## src/rtl/cisr_channel_feeder.sv

```systemverilog
// CISR stream feeder: fetches packed slot and row_len words from two read ports
// and demultiplexes them into per-channel FWFT FIFOs, dropping padding entries.
module cisr_channel_feeder #(
    parameter int CHANNELS   = 4,
    parameter int VAL_W      = 32,
    parameter int COL_W      = 16,
    parameter int LEN_W      = 16,
    parameter int ADDR_W     = 16,
    parameter int FIFO_DEPTH = 8
) (
    input  logic                              clk,
    input  logic                              rst,
    input  logic                              start,
    input  logic [ADDR_W-1:0]                 slot_base,
    input  logic [ADDR_W-1:0]                 slot_count,
    input  logic [ADDR_W-1:0]                 len_base,
    input  logic [ADDR_W-1:0]                 len_count,
    output logic [ADDR_W-1:0]                 slot_addr,
    output logic                              slot_rd_en,
    input  logic [CHANNELS*(VAL_W+COL_W)-1:0] slot_data,
    output logic [ADDR_W-1:0]                 len_addr,
    output logic                              len_rd_en,
    input  logic [CHANNELS*LEN_W-1:0]         len_data,
    output logic [CHANNELS*VAL_W-1:0]         matrix_val,
    output logic [CHANNELS*COL_W-1:0]         col_id,
    output logic [CHANNELS-1:0]               nz_empty,
    input  logic [CHANNELS-1:0]               nz_rd_en,
    output logic [CHANNELS*LEN_W-1:0]         row_len,
    output logic [CHANNELS-1:0]               row_len_empty,
    input  logic [CHANNELS-1:0]               row_len_rd_en,
    output logic                              busy,
    output logic                              done
);

    localparam int SLOT_W = VAL_W + COL_W;
    localparam int PTR_W  = $clog2(FIFO_DEPTH);
    localparam int CNT_W  = PTR_W + 1;

    typedef enum logic [1:0] {IDLE, FETCH, FLUSH} state_t;

    state_t              state, state_next;
    logic [ADDR_W-1:0]   slot_left, len_left;
    logic                slot_inflight, len_inflight;
    logic [CHANNELS-1:0] nz_room, len_room;

    always_ff @(posedge clk) begin
        if (rst) state <= IDLE;
        else     state <= state_next;
    end

    always_comb begin
        state_next = state;
        busy       = 1'b0;
        done       = 1'b0;
        case (state)
            IDLE: begin
                if (start) state_next = FETCH;
            end
            FETCH: begin
                busy = 1'b1;
                if (slot_left == '0 && len_left == '0) state_next = FLUSH;
            end
            FLUSH: begin
                busy = 1'b1;
                if (!slot_inflight && !len_inflight) begin
                    done       = 1'b1;
                    state_next = IDLE;
                end
            end
            default: state_next = IDLE;
        endcase
    end

    // A read is only issued when every FIFO can absorb it plus the word already in flight.
    assign slot_rd_en = !rst && (state == FETCH) && (slot_left != '0) && (&nz_room);
    assign len_rd_en  = !rst && (state == FETCH) && (len_left != '0) && (&len_room);

    always_ff @(posedge clk) begin
        if (rst) begin
            slot_addr     <= '0;
            len_addr      <= '0;
            slot_left     <= '0;
            len_left      <= '0;
            slot_inflight <= 1'b0;
            len_inflight  <= 1'b0;
        end else begin
            slot_inflight <= slot_rd_en;
            len_inflight  <= len_rd_en;
            if (state == IDLE && start) begin
                slot_addr <= slot_base;
                slot_left <= slot_count;
                len_addr  <= len_base;
                len_left  <= len_count;
            end else begin
                if (slot_rd_en) begin
                    slot_addr <= slot_addr + ADDR_W'(1);
                    slot_left <= slot_left - ADDR_W'(1);
                end
                if (len_rd_en) begin
                    len_addr <= len_addr + ADDR_W'(1);
                    len_left <= len_left - ADDR_W'(1);
                end
            end
        end
    end

    for (genvar g = 0; g < CHANNELS; g++) begin : g_ch
        logic [SLOT_W-1:0] nz_mem [FIFO_DEPTH];
        logic [LEN_W-1:0]  len_mem [FIFO_DEPTH];
        logic [PTR_W-1:0]  nz_wp, nz_rp, len_wp, len_rp;
        logic [CNT_W-1:0]  nz_cnt, len_cnt;
        logic              nz_push, nz_pop, len_push, len_pop;

        assign nz_push  = slot_inflight && (slot_data[g*SLOT_W +: COL_W] != {COL_W{1'b1}});
        assign nz_pop   = nz_rd_en[g] && (nz_cnt != '0);
        assign len_push = len_inflight;
        assign len_pop  = row_len_rd_en[g] && (len_cnt != '0);

        always_ff @(posedge clk) begin
            if (nz_push)  nz_mem[nz_wp]   <= slot_data[g*SLOT_W +: SLOT_W];
            if (len_push) len_mem[len_wp] <= len_data[g*LEN_W +: LEN_W];
        end

        always_ff @(posedge clk) begin
            if (rst) begin
                nz_wp   <= '0;
                nz_rp   <= '0;
                nz_cnt  <= '0;
                len_wp  <= '0;
                len_rp  <= '0;
                len_cnt <= '0;
            end else begin
                if (nz_push) nz_wp <= nz_wp + PTR_W'(1);
                if (nz_pop)  nz_rp <= nz_rp + PTR_W'(1);
                if (nz_push && !nz_pop)      nz_cnt <= nz_cnt + CNT_W'(1);
                else if (!nz_push && nz_pop) nz_cnt <= nz_cnt - CNT_W'(1);
                if (len_push) len_wp <= len_wp + PTR_W'(1);
                if (len_pop)  len_rp <= len_rp + PTR_W'(1);
                if (len_push && !len_pop)      len_cnt <= len_cnt + CNT_W'(1);
                else if (!len_push && len_pop) len_cnt <= len_cnt - CNT_W'(1);
            end
        end

        assign matrix_val[g*VAL_W +: VAL_W] = nz_mem[nz_rp][COL_W +: VAL_W];
        assign col_id[g*COL_W +: COL_W]     = nz_mem[nz_rp][0 +: COL_W];
        assign nz_empty[g]                  = (nz_cnt == '0);
        assign row_len[g*LEN_W +: LEN_W]    = len_mem[len_rp];
        assign row_len_empty[g]             = (len_cnt == '0);

        assign nz_room[g]  = ({1'b0, nz_cnt} + {{CNT_W{1'b0}}, slot_inflight}) < (CNT_W+1)'(FIFO_DEPTH);
        assign len_room[g] = ({1'b0, len_cnt} + {{CNT_W{1'b0}}, len_inflight}) < (CNT_W+1)'(FIFO_DEPTH);
    end

endmodule

```

## config.mk

```make
export PLATFORM = sky130hd
export DESIGN_NAME = cisr_channel_feeder
export DESIGN_NICKNAME = d
export VERILOG_FILES = /design/src/rtl/cisr_channel_feeder.sv
export SDC_FILE = /design/constraint.sdc
export NUM_CORES = 2
export LEC_CHECK = 0
export ABC_AREA = 1
export ABC_CLOCK_PERIOD_IN_PS = 6200
export CORE_MARGIN = 3
export CORE_UTILIZATION = 45
export CTS_CLUSTER_SIZE = 40
export DETAILED_ROUTE_END_ITERATION = 10
export SYNTH_ARGS = -nofsm -noshare
export SYNTH_HDL_FRONTEND = slang
export SYNTH_SLANG_ARGS = --single-unit
```

## constraint.sdc

```tcl
create_clock -name clk -period 6.2 [get_ports clk]
set_input_delay 1.24 -clock clk [delete_from_list [all_inputs] [get_ports clk]]
set_output_delay 1.24 -clock clk [all_outputs]
set_load 0.03 [all_outputs]
```

==> metrics.cfg <==
[detailed_routing]
drc = 0
routed_wl_um = 234000
via_count = 58000
viasPerCell = 5.41
wl_per_cell_um = 21.8
ant_nets = 0
drtPass1Iterations = 5
drt-initial-drc-count = 4650

[logic_synthesis]
ys.flop_type = edfxtp_1
yosys_warnings = 0
synth_area_mm2 = 0.0882
async_reset_ff_share_pct = 0
ys_seq_area_share_pct = 73.6
syn_nets = 7709
synth-seq-cells = 2220
synth_edf_count = 2048
synth_area_leaders = edfxtp_1 (70%), nor2_1 (8.8%), o21ai_0 (6.4%), dfxtp_1 (3.9%), a31oi_1 (1.9%)
synth_cell_types = 35
yosysTopAreaCell = edfxtp_1
avgSynthCellArea_um2 = 12.1
synthCells = 7320
yosysTopAreaCellShare_pct = 69.7

[power]
p_int_mw = 29.8
power_density_mw_per_mm2 = 438
power_frac_comb_pct = 32.4
power_mw = 46.0
power_switching_mw = 16.2
ir_worst_vdd_v = 0.000329
pwr-share-clk_pct = 29.1
p_sw_share_pct = 35.3
power_frac_seq_pct = 38.5
p_leak_nw = 35.1

[worst_setup_path]
r2r-start = slot_inflight$_SDFF_PP0_
reg2reg_slack_ns = 3.03
crit_required_ns = 4.96
worst-path-buf-inv = 4
critPathTopFamily = buffers and inverters
reg2reg_to = g_ch[2].nz_mem[7][41]$_DFFE_PP_
arrival_ns = 4.27
crit_path_max_fanout = 96
critical_path.slowest_cell = inv_4
ff2ff_path_depth = 5
critPathLaunchType = register
slowest_delay_ns = 0.79
crit_chain = inv_4 -> buf_4 -> buf_4 -> o21ai_0 -> o22ai_1 -> nor2_1 -> a31oi_1 -> clkdlybuf4s50_1
cpMostUsedCell = buf_4
critical_path_class = register to output pin
cp-end-kind = output pin

[finish]
drive_gt1_share_pct = 6.93
fillCellCount = 16300
syn_to_final_growth_pct = 18.9
nets = 8271

[timing]
rsz0062_at_grt = no
fmax_mhz = 182
worst_slew_pin_slew_ns = 1.17
hold_viol = 0
fin_crit_sh_pct = 88.8
skew_ns = 0.0435
finalSetupTns_ns = 0
slew_headroom_pct = 22.0
finalSetupViolations = 0
slew_violations = 0
fin_crit_ns = 5.51

[grt]
use_met1_pct = 29.1
grt.met2_usage_pct = 38.0
antenna_found_initial = 60
top_usage_layer = met2
grt_pass1_wl_um = 350000
grt.total_usage_pct = 22.7
grt_max_degree = 193
grt_util_met3_pct = 3.90
gr-total-overflow = 0
grt_pass1_vias = 55400

[floorplan]
core_mm2 = 0.194
chipWidth_um = 449
io_pins = 631
dieArea_mm2 = 0.201
rows = 161
initial_utilization_pct = 45.5
chipHeight_um = 449

[worst_hold_path]
hp-start = g_ch[3].nz_rp[2]$_SDFFE_PP0P_
hold_path.class = register to register
min_path_cells = 1

[outcome]
status = complete, no violations

[placement]
gp_congestion = 0.826
io_buffers = 630
dp_hpwl_um = 139000

[clocking]
path_clk_slew_ns = 0.06
htree_levels = 4
clk_latency_ns = 0.87
clk_path_buf_depth = 3
cts_resized = 0
cts_sinks = 2220
holdBufCountCts = 0
cts_made_buffers = 224
post_cts_buffers = 0
cts_root_buf = clkbuf_16
cts_tree = built

[job]
maxCapViolCount = 0

area by class of cell:
cell class	instances	area [um2]	share of cell area [%]
Inverter	205	788	0.751
Clock inverter	121	1290	1.23
Sequential cell	2220	65000	61.9
Tap cell	2608	3260	3.11
Timing Repair Buffer	759	7470	7.12
Antenna cell	33	82.6	0.0787
Multi-Input combinational cell	4472	21000	20.0
Clock buffer	299	6050	5.76
cells in the mapped netlist, types with 6 or more instances:
| cell type | instances |
|---|---|
| a21oi_1 | 110 |
| a31oi_1 | 261 |
| buf_1 | 11 |
| buf_2 | 106 |
| buf_4 | 7 |
| clkbuf_1 | 295 |
| dfxtp_1 | 172 |
| edfxtp_1 | 2048 |
| fa_1 | 8 |
| ha_1 | 50 |
| inv_1 | 188 |
| inv_2 | 12 |
| nand2_1 | 353 |
| nand2_2 | 7 |
| nand3_1 | 106 |
| nand4_1 | 32 |
| nor2_1 | 2065 |
| nor2_2 | 7 |
| o21ai_0 | 1128 |
| o21ai_1 | 23 |
| o22ai_1 | 256 |
| or2_2 | 20 |
| xnor2_1 | 6 |
| xor2_1 | 22 |
routing by layer:
layer	wire (um)	share of wire (%)
met4	9560	4.1
met2	116000	50
met1	96100	41
met3	12200	5.2
met5	110	0.047
metrics by stage:
stage               instances  cell area (um2)  hold WS (ns)  worst slack, ns  util [%]
finish                  10700           105000         0.439            0.693      54.2
global route            10700           105000         0.467            0.410      54.1
CTS                     10700           105000         0.440            0.616      54.1
detailed placement      10300            97500         0.432             1.48      50.3
global placement        10300            97500         0.423             1.49      50.3
floorplan                7320            88200         0.412             1.87         -
worst max-delay path by stage:
stage / cells past startpoint / to / from / slack, ns
3_3_place_gp: 7 / slot_rd_en / rst / 1.49
5_1_grt: 8 / matrix_val[61] / register / 0.41
2_1_floorplan: 6 / g_ch[0].nz_mem[0][0]$_DFFE_PP_ / slot_data[15] / 1.87
3_5_place_dp: 7 / slot_rd_en / rst / 1.48
6_report: 8 / matrix_val[61] / register / 0.69
4_1_cts: 8 / matrix_val[61] / register / 0.62
cells by family after synthesis:
group / synth area share, %
AO/OA/AOI/OAI: 10.8
XOR/XNOR: 0.278
adder cells (fa/ha/maj): 0.891
buffers and inverters: 2.89
flip-flops: 73.6
AND/OR/NAND/NOR: 11.5
state kept, by name, summed over array words and instances (netlist names), named ones only:
signal and count:
state 2, slot_addr 16, g_ch.nz_rp 12, g_ch.len_cnt 16, len_addr 16, g_ch.nz_wp 12
len_left 16, slot_left 16, g_ch.nz_mem 1536, slot_inflight 1, g_ch.len_push 1, g_ch.len_mem 512
g_ch.len_rp 12, g_ch.len_wp 12, g_ch.nz_cnt 16
power by group through the flow:
stage	registers, mW	logic [mW]	clock network [mW]
2_1_floorplan	17.8	9.36	0
3_3_place_gp	18.0	14.8	0
3_5_place_dp	18.0	15.0	0
4_1_cts	17.7	15.1	13.7
5_1_grt	17.8	16.3	14.3
6_report	17.7	14.9	13.4
cell usage in the layout, fill, tap and decap left out, types with 20 or more instances in the layout:
cell type / synthesis / final
clkinv_2: 1 / 33
ha_1: 50 / 50
clkbuf_16: 0 / 226
xor2_1: 22 / 22
clkbuf_1: 295 / 61
a31oi_1: 261 / 261
dfxtp_1: 172 / 160
o21ai_0: 1128 / 1128
o21ai_1: 23 / 23
clkdlybuf4s50_1: 0 / 629
diode_2: 0 / 33
clkinv_1: 4 / 46
or2_2: 20 / 20
nor2_1: 2065 / 2021
nand4_1: 32 / 32
nand3_1: 106 / 106
edfxtp_1: 2048 / 2048
nor2_4: 2 / 34
nand2_1: 353 / 353
buf_4: 7 / 114
o22ai_1: 256 / 256
a21oi_1: 110 / 110
inv_1: 188 / 184
bufinv_16: 0 / 21
Note: power is estimated with default switching activity, not from simulation.
